$ cat config.mk
export PLATFORM = sky130hd
export DESIGN_NAME = eth_tx_fsm
export DESIGN_NICKNAME = d
export VERILOG_FILES = /design/src/rtl/eth_tx_fsm.sv
export SDC_FILE = /design/constraint.sdc
export NUM_CORES = 1
export LEC_CHECK = 0
export CAP_MARGIN = 15
export CELL_PAD_IN_SITES_DETAIL_PLACEMENT = 1
export CELL_PAD_IN_SITES_GLOBAL_PLACEMENT = 1
export CORE_ASPECT_RATIO = 0.8
export CORE_MARGIN = 3
export CORE_UTILIZATION = 32
export CTS_CLUSTER_DIAMETER = 120
export CTS_CLUSTER_SIZE = 8
export DETAILED_ROUTE_END_ITERATION = 10
export GPL_TIMING_DRIVEN = 0
export PLACE_DENSITY_LB_ADDON = 0.1
export SETUP_SLACK_MARGIN = 0.1
export SYNTH_ARGS = -nofsm -noshare
export SYNTH_HDL_FRONTEND = slang
export SYNTH_SLANG_ARGS = --single-unit
$ cat constraint.sdc
create_clock -name clk -period 2.6 [get_ports clk]
set_input_delay 0.65 -clock clk [delete_from_list [all_inputs] [get_ports clk]]
set_output_delay 0.65 -clock clk [all_outputs]
set_load 0.02 [all_outputs]
$ cat src/rtl/eth_tx_fsm.sv
// eth_tx_fsm: drains a first-word-fall-through FIFO of {eop, sop, data} words
// and transmits them as registered packets. Inserts IPG idle cycles after each
// EOP word and counts transmitted packets.
// Optional build macro ETH_TX_FRAME_CHECK_EN enables framing checks:
//   - a word without sop arriving between packets is dropped and flagged on outErr;
//   - a word with sop arriving mid-packet is flagged on outErr and still sent.
// Without the macro every popped word is sent and outErr stays 0.
module eth_tx_fsm #(
  parameter int IPG = 2
) (
  input  logic        clk,
  input  logic        reset,
  input  logic        inEmpty,
  input  logic [33:0] inRdData,
  output logic        outRdEn,
  output logic        outValid,
  output logic        outSop,
  output logic        outEop,
  output logic [31:0] outData,
  output logic [15:0] outPktCnt,
  output logic        outErr
);

  typedef enum logic [1:0] {
    IDLE = 2'd0,
    XMIT = 2'd1,
    GAP  = 2'd2
  } state_t;

  // The gap counter counts down to zero, so it is loaded with IPG-1 on entry.
  localparam logic [3:0] GAP_LOAD = (IPG == 0) ? 4'd0 : 4'(IPG - 1);

  state_t      state_q, state_d;
  logic [3:0]  gap_q, gap_d;
  logic        valid_q, valid_d;
  logic        sop_q, sop_d;
  logic        eop_q, eop_d;
  logic        err_q, err_d;
  logic [31:0] data_q, data_d;
  logic [15:0] cnt_q, cnt_d;

  logic        pop;
  logic        xmit;
  logic        word_sop;
  logic        word_eop;
  logic [31:0] word_data;

  assign word_eop  = inRdData[33];
  assign word_sop  = inRdData[32];
  assign word_data = inRdData[31:0];

  // Pop only when the FIFO has a word and we are not pacing the inter-packet gap.
  assign pop     = !reset && !inEmpty && ((state_q == IDLE) || (state_q == XMIT));
  assign outRdEn = pop;

  // Next-state, gap counter and next registered outputs.
  always_comb begin
    state_d = state_q;
    gap_d   = gap_q;
    valid_d = 1'b0;
    sop_d   = 1'b0;
    eop_d   = 1'b0;
    err_d   = 1'b0;
    data_d  = '0;
    cnt_d   = cnt_q;
    xmit    = 1'b0;

    case (state_q)
      IDLE: begin
        if (pop) begin
`ifdef ETH_TX_FRAME_CHECK_EN
          // A stray continuation word between packets is dropped.
          if (!word_sop) begin
            err_d = 1'b1;
          end else begin
            xmit = 1'b1;
          end
`else
          xmit = 1'b1;
`endif
        end
      end
      XMIT: begin
        // An underrun simply holds XMIT with nothing transmitted.
        if (pop) begin
          xmit = 1'b1;
`ifdef ETH_TX_FRAME_CHECK_EN
          // A new sop mid-packet restarts the packet; flag the broken one.
          if (word_sop) begin
            err_d = 1'b1;
          end
`endif
        end
      end
      GAP: begin
        if (gap_q == 4'd0) begin
          state_d = IDLE;
        end else begin
          gap_d = gap_q - 4'd1;
        end
      end
      default: begin
        state_d = IDLE;
        gap_d   = 4'd0;
      end
    endcase

    if (xmit) begin
      valid_d = 1'b1;
      sop_d   = word_sop;
      eop_d   = word_eop;
      data_d  = word_data;
      if (word_eop) begin
        cnt_d = cnt_q + 16'd1;
        if (IPG == 0) begin
          state_d = IDLE;
          gap_d   = 4'd0;
        end else begin
          state_d = GAP;
          gap_d   = GAP_LOAD;
        end
      end else begin
        state_d = XMIT;
      end
    end
  end

  // State, counters and output registers; reset abandons any packet in flight.
  always_ff @(posedge clk or posedge reset) begin
    if (reset) begin
      state_q <= IDLE;
      gap_q   <= 4'd0;
      valid_q <= 1'b0;
      sop_q   <= 1'b0;
      eop_q   <= 1'b0;
      err_q   <= 1'b0;
      data_q  <= '0;
      cnt_q   <= '0;
    end else begin
      state_q <= state_d;
      gap_q   <= gap_d;
      valid_q <= valid_d;
      sop_q   <= sop_d;
      eop_q   <= eop_d;
      err_q   <= err_d;
      data_q  <= data_d;
      cnt_q   <= cnt_d;
    end
  end

  assign outValid  = valid_q;
  assign outSop    = sop_q;
  assign outEop    = eop_q;
  assign outData   = data_q;
  assign outPktCnt = cnt_q;
  assign outErr    = err_q;

endmodule

==> results.sh <==
export IMPL_synth_compound_area_share_pct=1.94
export IMPL_design_area_sq_um=3410
export IMPL_numCtsBuffers=9
export IMPL_finalSetupTns_ps=0
export IMPL_ys_top_cells_by_count="dfrtp_1 (57), and2_1 (34), nand2_1 (9), xnor2_1 (9), xor2_1 (7)"
export IMPL_drive_gt1_share_pct=10.5
export IMPL_crit_type="in2out"
export IMPL_first_pass_iters=4
export IMPL_worst_pin_slew_ps=609
export IMPL_hold_end="outPktCnt[15]"
export IMPL_ys_warnings_count=0
export IMPL_path_cells="clkdlybuf4s50_1, nor3_4, buf_4, clkdlybuf4s15_2"
export IMPL_nets=312
export IMPL_max_freq_mhz=414
export IMPL_crit_arrival_ps=1760
export IMPL_slew_headroom_pct=59.3
export IMPL_grt_ovfl_total=0
export IMPL_ant_nets=0
export IMPL_vias=1596
export IMPL_clock_latency_ps=330
export IMPL_muxShareOfSynthArea_pct=0.513
export IMPL_clk_pin_slew_worst_paths_ps=60
export IMPL_synth_top_area_cell="dfrtp_1"
export IMPL_synth_seq_cells=57
export IMPL_path_buf_inv=3
export IMPL_core_area_sq_um=6510
export IMPL_min_period_ps=2410
export IMPL_die_area_sq_um=7890
export IMPL_root_buffer="clkbuf_8"
export IMPL_hold_buffers=0
export IMPL_synth_area_top_cells="dfrtp_1 (65%), and2_1 (9.7%), xnor2_1 (3.6%)"
export IMPL_p_leak_nw=1.53
export IMPL_powerDensity_nw_per_um2=729
export IMPL_reg2reg_to="gap_q[1]"
export IMPL_synth_simple_gate_area_share_pct=22.1
export IMPL_clkSinkCount=57
export IMPL_synth_top_cell_area_share_pct=65.0
export IMPL_async_reset_ff_share_pct=100
export IMPL_drt_initial_drc_count=25
export IMPL_grt_pass1_wl_microns=8670
export IMPL_synth_nets=211
export IMPL_synthAdderAreaFrac_pct=1.14
export IMPL_crit_required_ps=1950
export IMPL_hp_start="outPktCnt[15]"
export IMPL_grt_max_degree=32
export IMPL_port_buffers=88
export IMPL_status="complete, no violations"
export IMPL_drc=0
export IMPL_timing_hold_ws_ps=481
export IMPL_synth_most_common_cell="dfrtp_1"
export IMPL_route_detailed_vias_per_inst=4.42
export IMPL_synthCells=172
export IMPL_final_util_pct=52.4
export IMPL_grtUsageTotal_pct=14.4
export IMPL_wl_per_cell_microns=14.4
export IMPL_rsz0062_at_grt="false"
export IMPL_area_delta_synth_final_pct=55.3
export IMPL_clockBufferDepth=2
export IMPL_synth_xor_area_share_pct=6.39
export IMPL_ys_flop_type="dfrtp_1"
export IMPL_hold_viol=0
export IMPL_htreeDepth=3
export IMPL_start_util_pct=33.7
export IMPL_rrSetupSlack_ps=740
export IMPL_wl_microns=5200
export IMPL_crit_path_max_incr_delay_ps=490
export IMPL_syn_area_per_cell_sq_um=12.8
export IMPL_slew_viol_final=0
export IMPL_fp_dieH_microns=80.1
export IMPL_hp_class="reg2reg"
export IMPL_grt_pass1_vias=1757
export IMPL_skew_ps=7.76
export IMPL_antenna_found_initial=0
export IMPL_synth_edff_count=0
export IMPL_ys_seq_area_share_pct=65.0
export IMPL_place_area_sq_um=3200
export IMPL_endpoint_kind="primary output"
export IMPL_setup_violations=0
export IMPL_synth_top_family_by_area="simple AND/OR/NAND/NOR gates"
export IMPL_cp_slowest_cell="clkdlybuf4s50_1"
export IMPL_layout_worst_path_cycle_share_pct=92.8
export IMPL_syn_area_sq_um=2190
export IMPL_tritoncts="done"
export IMPL_num_antenna_cells=0
export IMPL_crit_fanout=11
export IMPL_synth_cell_type_count=31
export IMPL_r2r_start="gap_q[0]"
export IMPL_gp_congestion=0.683
export IMPL_cap_violations=0
export IMPL_placementRows=26
export IMPL_worstSetupStartpointType="input pin"
export IMPL_peakVddDrop_mv=0.255
export IMPL_ios=90
export IMPL_die_x_microns=98.6
export IMPL_reg2regPathDepth=6
export IMPL_critical_path_top_delay_family="buffers and inverters"
export IMPL_dp_hpwl_microns=3830
export IMPL_whs_path_depth=1
## routing by layer
layer  GRT usage, %  share of wire, %  wire length, microns
met5              0                 0                     0
met4           4.50              0.77                    40
met3           9.20                11                   588
met2           22.5                48                  2510
met1           16.2                40                  2060
## worst max-delay path by stage
stage,start,end,slack (ps),depth (start not counted)
4_1_cts,inEmpty,outRdEn,100,4
3_5_place_dp,reset,outRdEn,-580,4
6_report,reset,outRdEn,190,4
2_1_floorplan,reset,gap_q[0],550,1
5_1_grt,reset,outRdEn,110,4
3_3_place_gp,reset,outPktCnt[14],-640,2
## cells by family (layout without fill, tap and decap cells)
family                   count (synthesis)  in the layout
adder cells (fa/ha/maj)                  2              2
AO/OA/AOI/OAI                            8              8
flip-flops                              57             57
XOR/XNOR                                16             16
multiplexers                             1              1
buffers and inverters                   12            117
AND/OR/NAND/NOR                         75             75
other                                    1              1
## placed cells by master, fill, tap and decap left out, drive strengths merged, types with 2 or more instances in the layout
| master | n |
|---|---|
| clkdlybuf4s50 | 87 |
| dfrtp | 57 |
| and2 | 34 |
| clkbuf | 14 |
| nand2 | 10 |
| xnor2 | 9 |
| xor2 | 7 |
| nor2 | 6 |
| nand3 | 6 |
| nor3 | 6 |
| inv | 6 |
| buf | 5 |
| o21ai | 4 |
| clkinv | 3 |
| a21oi | 3 |
| nand4 | 3 |
| and4 | 2 |
| or3 | 2 |
| nand2b | 2 |
| ha | 2 |
| nor4 | 2 |
## where the power goes
group          internal (mW)  switching, mW  total [mW]
combinational          0.293          0.271       0.563
clock                  0.486          0.324       0.810
sequential             0.994          0.118        1.11
## registers in the layout, summed over array words and instances, names as in the netlist
signal,flops
outEop,1
outPktCnt,16
outValid,1
outSop,1
gap_q,4
state_q,2
outData,32
## metrics by stage
step,total power [mW],cells,setup slack [ps]
detailed placement,1.69,345,-584
floorplan,1.41,172,550
global placement,1.66,344,-644
finish,2.48,361,187
CTS,2.53,361,101
global route,2.64,361,113
## layout make-up
class,instances,area [sq um]
Fill cell,685,3100
Sequential cell,57,1430
Clock inverter,3,40.0
Buffer,5,37.5
Clock buffer,12,155
Multi-Input combinational cell,103,707
Tap cell,84,105
Inverter,7,27.5
Timing Repair Buffer,90,910
## timing repair
item / CTS / global route
gates resized for setup: 4 / 3
pin swaps: 1 / 0
buffers inserted: 1 / 0
endpoints found under the setup margin: 1 / 1
(Power assumes the default switching activity.)
